<file path="src/rtl/register_file_sequencer.sv">
// register_file_sequencer: runs one ALU / LOADI / MOVE / CLEAR_ALL command at a time on an 8x16 register file
// Ports: clk, reset (async, active high); cmd_valid/cmd_ready handshake with cmd_kind, cmd_alu_op,
// cmd_rd/rs1/rs2, cmd_imm; rf_read_*_addr/rf_read_bus_* read side; rf_write_addr/bus/enabled write side;
// alu_a/alu_b/alu_op to the external ALU with alu_result back; busy and one-cycle done status.
module register_file_sequencer #(
  parameter int ADDR_WIDTH = 3,
  parameter int REG_N      = 2**ADDR_WIDTH,
  parameter int REG_WIDTH  = 16,
  parameter int OP_WIDTH   = 3
) (
  input  logic                  clk,
  input  logic                  reset,
  input  logic                  cmd_valid,
  output logic                  cmd_ready,
  input  logic [1:0]            cmd_kind,
  input  logic [OP_WIDTH-1:0]   cmd_alu_op,
  input  logic [ADDR_WIDTH-1:0] cmd_rd,
  input  logic [ADDR_WIDTH-1:0] cmd_rs1,
  input  logic [ADDR_WIDTH-1:0] cmd_rs2,
  input  logic [REG_WIDTH-1:0]  cmd_imm,
  output logic [ADDR_WIDTH-1:0] rf_read_1_addr,
  output logic [ADDR_WIDTH-1:0] rf_read_2_addr,
  input  logic [REG_WIDTH-1:0]  rf_read_bus_1,
  input  logic [REG_WIDTH-1:0]  rf_read_bus_2,
  output logic [ADDR_WIDTH-1:0] rf_write_addr,
  output logic [REG_WIDTH-1:0]  rf_write_bus,
  output logic                  rf_write_enabled,
  output logic [REG_WIDTH-1:0]  alu_a,
  output logic [REG_WIDTH-1:0]  alu_b,
  output logic [OP_WIDTH-1:0]   alu_op,
  input  logic [REG_WIDTH-1:0]  alu_result,
  output logic                  busy,
  output logic                  done
);
  typedef enum logic [2:0] {IDLE, READ, EXEC, WRITE, CLEAR} state_t;
  state_t state;
  logic [1:0] kind;
  logic [OP_WIDTH-1:0] op;
  logic [ADDR_WIDTH-1:0] rd, cnt;
  assign cmd_ready = state == IDLE;
  assign busy = state != IDLE;
  // alu_a/alu_b double as the operand registers and rf_write_bus as the result register:
  // operands are only needed during EXEC and the result only during WRITE.
  // Read addresses are the latched rs1/rs2 and hold between commands.
  always_ff @(posedge clk or posedge reset) begin
    if (reset) begin
      state <= IDLE;
      kind <= '0;
      op <= '0;
      rd <= '0;
      cnt <= '0;
      rf_read_1_addr <= '0;
      rf_read_2_addr <= '0;
      rf_write_addr <= '0;
      rf_write_bus <= '0;
      rf_write_enabled <= 1'b0;
      alu_a <= '0;
      alu_b <= '0;
      alu_op <= '0;
      done <= 1'b0;
    end else begin
      done <= 1'b0;
      case (state)
        IDLE: if (cmd_valid) begin
          kind <= cmd_kind;
          op <= cmd_alu_op;
          rd <= cmd_rd;
          rf_read_1_addr <= cmd_rs1;
          rf_read_2_addr <= cmd_rs2;
          if (cmd_kind == 2'b01) begin
            state <= WRITE;
            rf_write_enabled <= 1'b1;
            rf_write_addr <= cmd_rd;
            rf_write_bus <= cmd_imm;
          end else if (cmd_kind == 2'b11) begin
            state <= CLEAR;
            cnt <= '0;
            rf_write_enabled <= 1'b1;
            rf_write_addr <= '0;
            rf_write_bus <= '0;
          end else begin
            state <= READ;
          end
        end
        READ: if (kind == 2'b00) begin
          state <= EXEC;
          alu_a <= rf_read_bus_1;
          alu_b <= rf_read_bus_2;
          alu_op <= op;
        end else begin
          state <= WRITE;
          rf_write_enabled <= 1'b1;
          rf_write_addr <= rd;
          rf_write_bus <= rf_read_bus_1;
        end
        EXEC: begin
          state <= WRITE;
          alu_a <= '0;
          alu_b <= '0;
          alu_op <= '0;
          rf_write_enabled <= 1'b1;
          rf_write_addr <= rd;
          rf_write_bus <= alu_result;
        end
        WRITE: begin
          state <= IDLE;
          rf_write_enabled <= 1'b0;
          rf_write_addr <= '0;
          rf_write_bus <= '0;
          done <= 1'b1;
        end
        CLEAR: if (cnt == ADDR_WIDTH'(REG_N - 1)) begin
          state <= IDLE;
          cnt <= '0;
          rf_write_enabled <= 1'b0;
          rf_write_addr <= '0;
          done <= 1'b1;
        end else begin
          cnt <= cnt + 1'b1;
          rf_write_addr <= cnt + 1'b1;
        end
        default: state <= IDLE;
      endcase
    end
  end
endmodule

</file>
<file path="config.mk">
export PLATFORM = sky130hd
export DESIGN_NAME = register_file_sequencer
export DESIGN_NICKNAME = d
export VERILOG_FILES = /design/src/rtl/register_file_sequencer.sv
export SDC_FILE = /design/constraint.sdc
export NUM_CORES = 1
export LEC_CHECK = 0
export BUFFER_PORTS_ARGS = -buffer_cell sky130_fd_sc_hd__buf_2
export CAP_MARGIN = 20
export CORE_ASPECT_RATIO = 1.5
export CORE_MARGIN = 4
export CORE_UTILIZATION = 50
export CTS_CLUSTER_DIAMETER = 200
export CTS_CLUSTER_SIZE = 25
export DETAILED_ROUTE_END_ITERATION = 12
export HOLD_SLACK_MARGIN = 0.02
export MAX_ROUTING_LAYER = met4
export PLACE_DENSITY = 0.86
export SYNTH_ARGS = -nofsm -noshare
export SYNTH_HDL_FRONTEND = slang
export SYNTH_SLANG_ARGS = --single-unit
</file>
<file path="constraint.sdc">
create_clock -name clk -period 5.5 [get_ports clk]
set_input_delay 0.275 -clock clk [delete_from_list [all_inputs] [get_ports clk]]
set_output_delay 0.275 -clock clk [all_outputs]
set_load 0.01 [all_outputs]
</file>
==> results_dict.tcl, run 1 <==
set metrics [dict create \
    rows 35 \
    wl_per_cell_um 18.15 \
    die_w_um 73.25 \
    vias 2684 \
    synth_warnings 0 \
    clk_latency_ps 350 \
    cp_max_fo 18 \
    synth_nets 330 \
    power.leakage_nw 2.205 \
    cts_root_buf "clkbuf_8" \
    r2r_cells 5 \
    setup_viol 0 \
    finalClockSkew_ps 13.67 \
    viasPerCell 5.772 \
    drc 0 \
    drive_above_1_share_pct 45.27 \
    fin_setup_tns_ps 0 \
    syn_to_final_growth_pct 30.80 \
    cellPowerDensity_nw_per_um2 614.1 \
    cts_buffer_depth 2 \
    core-area_um2 6175 \
    io_pins 145 \
    period_share_pct 37.80 \
    numCtsBuffers 9 \
    cts_num_sinks 76 \
    cts_tree "yes" \
    rsz0062_at_grt "no" \
    crit_path_start "state[1]$_DFFE_PP0P_" \
    grtUsageTotal_pct 22.76 \
    grt-ovfl-total 0 \
    start_util_pct 51.71 \
    synth_cell_type_count 35 \
    dpl.cell_count 449 \
    grt_pass1_vias 2714 \
    reg2reg_from "state[1]$_DFFE_PP0P_" \
    place_congestion 0.8051 \
    final_nets 469 \
    instances_no_fill 465 \
    cts.repair.resized 0 \
    die_height_um 105.9 \
    place_ws_ps 3423 \
    status "completed" \
    ys_async_sr_fraction_pct 100.0 \
    routed_wirelength_um 8441 \
    worst_slack_ps 3421 \
    layout_common_cells "buf_2, dfrtp_1, a22o_1" \
    hold_path_class "primary input to flip-flop" \
    drt_iter0_markers 289 \
    netlist_area_um2 3193 \
    portBuffers 144 \
    worst-endpoint-required_ps 5760 \
    tightestPinTransition_ps 944.7 \
    hold_viol_final 0 \
    yosys.area.top_type "dfrtp_1" \
    synthCells 247 \
    htree_levels 3 \
    globalRouteMet2Util_pct 36.17 \
    final_common_cell "buf_2" \
    grtUsageMet1_pct 27.60 \
    hold_depth 2 \
    hold_path.startpoint "rf_read_bus_2[0]" \
    crit_path_end_kind "flip-flop" \
    hold_end "alu_b[0]$_DFFE_PP0P_" \
    fillers 476 \
    hpwlAfterDp_um 6133 \
    grt-busiest-layer "met2" \
    fmax_mhz 481.0 \
    cts.clk_slew.worst_paths_ps 90 \
    drv_cap 0 \
    grt_max_degree 77 \
    drv_slew 0 \
    cp_data_arrival_time_ps 2340 \
    avgSynthCellArea_um2 12.93 \
    n_antenna_cell 0 \
    cts_setup_buffers 0 \
    synth_seq_cells 76 \
    grt.met3_usage_pct 4.485 \
    antenna_found_initial 0 \
    ir_worst_vdd_mv 0.3621 \
    fin_crit_ps 2079 \
    ys.flop_type "dfrtp_1" \
    synth_edf_count 0 \
    grt_pass1_wl_um 13110 \
    slew_headroom_pct 37.02 \
    cp-start-kind "flip-flop" \
    ys_seq_area_share_pct 59.56 \
    r2r_end "rf_write_bus[9]$_DFFE_PP0P_" \
    critPathKind "flip-flop to flip-flop" \
    ctsHoldBuffers 0 \
    ff2ff_setup_slack_ps 3420 \
    yosys-top-cells-area "dfrtp_1, a22o_1, a222oi_1" \
    die_area_um2 7755 \
    drtAntennaViolNets 0 \
    drtPass1Iterations 6 \
    synth_top_cell_area_share_pct 59.56 \
]
==> logic make-up (layout without fill, tap and decap cells) <==
group                      after synthesis  in the layout  synth area share (%)
DFF                                     76             76                 59.56
and+or+nand+nor                         40             40                 7.092
AOI/OAI and AO/OA                       89             89                 22.45
muxes                                   17             17                 5.995
buffers and inverters                   23            167                 4.114
adders and majority gates                2              2                0.7836
==> registers in the layout, summed over array words and instances (netlist names) <==
register and count:
alu_a 16, alu_b 16, rf_write_bus 16, alu_op 3
cnt 3, op 3, rd 3, rf_read_1_addr 3
rf_read_2_addr 3, rf_write_addr 3, state 3, kind 2
done 1, rf_write_enabled 1
==> stage by stage <==
stage               util [%]  hold WS (ps)  power, mW  area [um^2]
finish                 67.64         134.5      2.565         4177
global placement       63.38         465.5      2.034         3914
global route           67.64         122.0      2.734         4177
floorplan                  -         407.5      1.699         3193
CTS                    67.64         122.2      2.585         4177
detailed placement     63.83         469.2      2.099         3941
==> worst max-delay path: stages, from the launching register on <==
cell and delay, ps:
dfrtp_1 640, nor4b_4 130, nor3_2 660, buf_4 360, nor2_1 70, a21oi_1 140
==> metal layers <==
layer / up-vias / part of all wire (%)
met3: 16 / 7.8
met5: - / 0
li1: 1225 / -
met4: 0 / 2.0
met1: 1318 / 39
met2: 125 / 51
==> cell usage after synthesis (all sizes together) (2+ instances only) <==
cell type	n
inv	3
mux2	17
a21o	3
nor2b	3
nor2	18
and3	2
a21oi	18
o21ai	6
dfrtp	76
clkbuf	6
nand2	8
nor3b	2
a221o	3
nor3	2
a22o	36
and2	3
buf	14
ha	2
o21a	3
a222oi	16
==> worst max path at each step <==
stage               slack, ps  cells past startpoint                      endpoint
CTS                      3400                      5   rf_write_bus[9]$_DFFE_PP0P_
finish                   3420                      5   rf_write_bus[9]$_DFFE_PP0P_
detailed placement       3420                      5  rf_write_bus[12]$_DFFE_PP0P_
global placement         3270                      3          alu_b[7]$_DFFE_PP0P_
floorplan                3290                      1          alu_a[0]$_DFFE_PP0P_
global route             3220                      5  rf_write_bus[13]$_DFFE_PP0P_
==> power by group <==
part	switching (mW)	internal, mW	total (mW)
clock	0.203	0.281	0.484
sequential	0.168	0.827	0.995
combinational	0.590	0.495	1.09
==> area by class of cell <==
class	count	area [um^2]	share of cell area (%)
clock inverter	5	83.83	2.007
timing repair buffer	148	770.7	18.45
inverter	3	11.26	0.2696
tap	74	92.59	2.217
clock buffer	11	151.4	3.625
sequential	76	1902	45.54
multi-input combinational	148	1165	27.89
No activity file was read; power rests on OpenSTA's default activity.
==> run 2: changes to the inputs <==
--- a/config.mk
+++ b/config.mk
@@ -5,17 +5,18 @@
 export SDC_FILE = /design/constraint.sdc
 export NUM_CORES = 1
 export LEC_CHECK = 0
+export ABC_AREA = 1
 export BUFFER_PORTS_ARGS = -buffer_cell sky130_fd_sc_hd__buf_2
 export CAP_MARGIN = 20
 export CORE_ASPECT_RATIO = 1.5
 export CORE_MARGIN = 4
-export CORE_UTILIZATION = 50
+export CORE_UTILIZATION = 48
 export CTS_CLUSTER_DIAMETER = 200
 export CTS_CLUSTER_SIZE = 25
 export DETAILED_ROUTE_END_ITERATION = 12
 export HOLD_SLACK_MARGIN = 0.02
 export MAX_ROUTING_LAYER = met4
-export PLACE_DENSITY = 0.86
+export PLACE_DENSITY = 0.82
 export SYNTH_ARGS = -nofsm -noshare
 export SYNTH_HDL_FRONTEND = slang
 export SYNTH_SLANG_ARGS = --single-unit
==> constraint.sdc (replaced) <==
create_clock -name clk -period 2.1 [get_ports clk]
set_input_delay 0.105 -clock clk [delete_from_list [all_inputs] [get_ports clk]]
set_output_delay 0.105 -clock clk [all_outputs]
set_load 0.01 [all_outputs]
==> run 2 against run 1 <==
Effect of this change:
- synthesized area rose by 12%
- fmax increased by 19%
- global-route usage up 4.4 points
==> results_dict.tcl, run 2 <==
set metrics [dict create \
    status "completed" \
    synth_top_family_by_area "simple AND/OR/NAND/NOR gates" \
    synth_edf_count 0 \
    synthMuxAreaShare_pct 0 \
    antenna_found_initial 0 \
    finalClockSkew_ps 9.430 \
    hold-worst-slack_ps 33.48 \
    drt_iter0_markers 287 \
    synth_nets 523 \
    ff2ff_setup_slack_ps 350 \
    power.leakage_nw 2.868 \
    drv_cap 0 \
    grt_pass1_vias 3846 \
    internal-power_mw 3.973 \
    drc 0 \
    final_common_cell "nand2_1" \
    critPathKind "flip-flop to flip-flop" \
    wl_per_cell_um 15.40 \
    synthCells 440 \
    p_total_mw 7.091 \
    synth-compound-area-share_pct 7.218 \
    io_pins 145 \
    cp_data_arrival_time_ps 1980 \
    rows 38 \
    drtAntennaViolNets 0 \
    p_comb_share_pct 47.5 \
    cts_tree "yes" \
    cp-start-kind "flip-flop" \
    cts_buffer_depth 2 \
    crit_path_end_kind "flip-flop" \
    syn_to_final_growth_pct 40.61 \
    cts_root_buf "clkbuf_8" \
    dpl-instance-area_um2 4363 \
    cts.repair.resized 0 \
    portBuffers 144 \
    layout_common_cells "nand2_1, buf_2, dfrtp_1" \
    ctsHoldBuffers 44 \
    setup_viol 0 \
    synth_warnings 0 \
    synth_cell_type_count 24 \
    fmax_mhz 572.7 \
    synth-simple-area-share_pct 33.15 \
    p_clk_share_pct 17.3 \
    cts.clk_slew.worst_paths_ps 80 \
    n_antenna_cell 0 \
    synthAdderAreaFrac_pct 0.7008 \
    worst-endpoint-required_ps 2330 \
    yosys.area.top_type "dfrtp_1" \
    tightestPinTransition_ps 778.4 \
    fin_util_pct 69.48 \
    yosys-top-cells-area "dfrtp_1, nand2_1, nand3_1" \
    synth_xor_area_share_pct 0 \
    rsz0062_at_grt "no" \
    drv_slew 0 \
    fillers 600 \
    start_util_pct 49.41 \
    grt-ovfl-total 0 \
    slew_headroom_pct 48.10 \
    ys_async_sr_fraction_pct 100.0 \
    fin_crit_ps 1746 \
    cp_max_fo 35 \
    yosysMostFrequentCell "nand2_1" \
    avgSynthCellArea_um2 8.116 \
    grt_max_degree 37 \
    numCtsBuffers 9 \
    hold_viol_final 0 \
    ys_seq_area_share_pct 53.26 \
    place_ws_ps 401.8 \
    grt_pass1_wl_um 18040 \
    reg_top3 "alu_a x16, alu_b x16, rf_write_bus x16" \
    routed_wirelength_um 11240 \
    cts_setup_buffers 0 \
    ir_worst_vdd_mv 1.006 \
    drtPass1Iterations 6 \
    worst_slack_ps 353.9 \
    die_height_um 113.6 \
    netlist_area_um2 3571 \
    grtUsageTotal_pct 27.20 \
    cellPowerDensity_nw_per_um2 1412 \
    ys.flop_type "dfrtp_1" \
    viasPerCell 5.153 \
    hold_path_class "primary input to flip-flop" \
    vias 3762 \
    swShare_pct 43.97 \
    place_congestion 0.8554 \
    cts_num_sinks 76 \
    dpl.cell_count 670 \
    period_share_pct 83.15 \
    synth_common_cells "nand2_1, dfrtp_1, nand3_1, o21ai_0, inv_1" \
    clk_latency_ps 360 \
    power_frac_seq_pct 35.3 \
    fin_setup_tns_ps 0 \
    die_w_um 78.43 \
    switchingPower_mw 3.118 \
    core-area_um2 7227 \
    synth_seq_cells 76 \
    hpwlAfterDp_um 7697 \
    htree_levels 3 \
    fin_area_um2 5021 \
    instances_no_fill 730 \
    synth_top_cell_area_share_pct 53.26 \
    final_nets 708 \
    die_area_um2 8912 \
    drive_above_1_share_pct 29.21 \
]
-- run 2: final cells by class --
cell class              count  area, um^2  share of cell area (%)
clock buffers              12       145.1                   2.891
inverters                  20       81.33                   1.620
repair buffers            197        1229                   24.47
flip-flops and latches     76        1902                   37.88
clock inverters             4       72.57                   1.445
well taps                 100       125.1                   2.492
multi-input cells         321        1466                   29.21
-- run 2: worst paths after layout --
path	startpoint	endpoint	depth (start not counted)
max	state[0]$_DFFE_PP0P_	alu_b[5]$_DFFE_PP0P_	4
min	rf_read_bus_1[0]	alu_a[0]$_DFFE_PP0P_	3
max reg2reg	state[0]$_DFFE_PP0P_	alu_b[5]$_DFFE_PP0P_	4
min reg2reg	rf_write_bus[1]$_DFFE_PP0P_	rf_write_bus[1]$_DFFE_PP0P_	2
max in group asynchronous	reset	alu_a[9]$_DFFE_PP0P_	4
min in group asynchronous	reset	alu_a[1]$_DFFE_PP0P_	3
-- run 2: logic make-up after synthesis --
family | after synthesis
buffers and inverters | 43
flip-flops | 76
AO/OA/AOI/OAI | 50
adder cells (fa/ha/maj) | 2
AND/OR/NAND/NOR | 269
-- run 2: worst max-delay path, cell delays in order, from the launching register on --
cell	delay, ps
dfrtp_1	500
a21oi_1	300
nand2_2	390
o21ai_1	290
nand2_1	120
-- run 2: power groups by stage --
stage          combinational, mW  clock (mW)  sequential, mW
2_1_floorplan               1.97           0            2.68
3_5_place_dp                3.30           0            2.50
5_1_grt                     3.77        1.32            2.57
3_3_place_gp                3.19           0            2.47
4_1_cts                     3.36        1.25            2.48
6_report                    3.37        1.22            2.50
-- run 2: metal layers --
layer,vias up,wire (um),track usage [%]
li1,1798,-,-
met1,1774,4148,29.03
met2,156,6050,47.31
met3,34,630,6.398
met4,0,414,12.84
met5,-,0,-
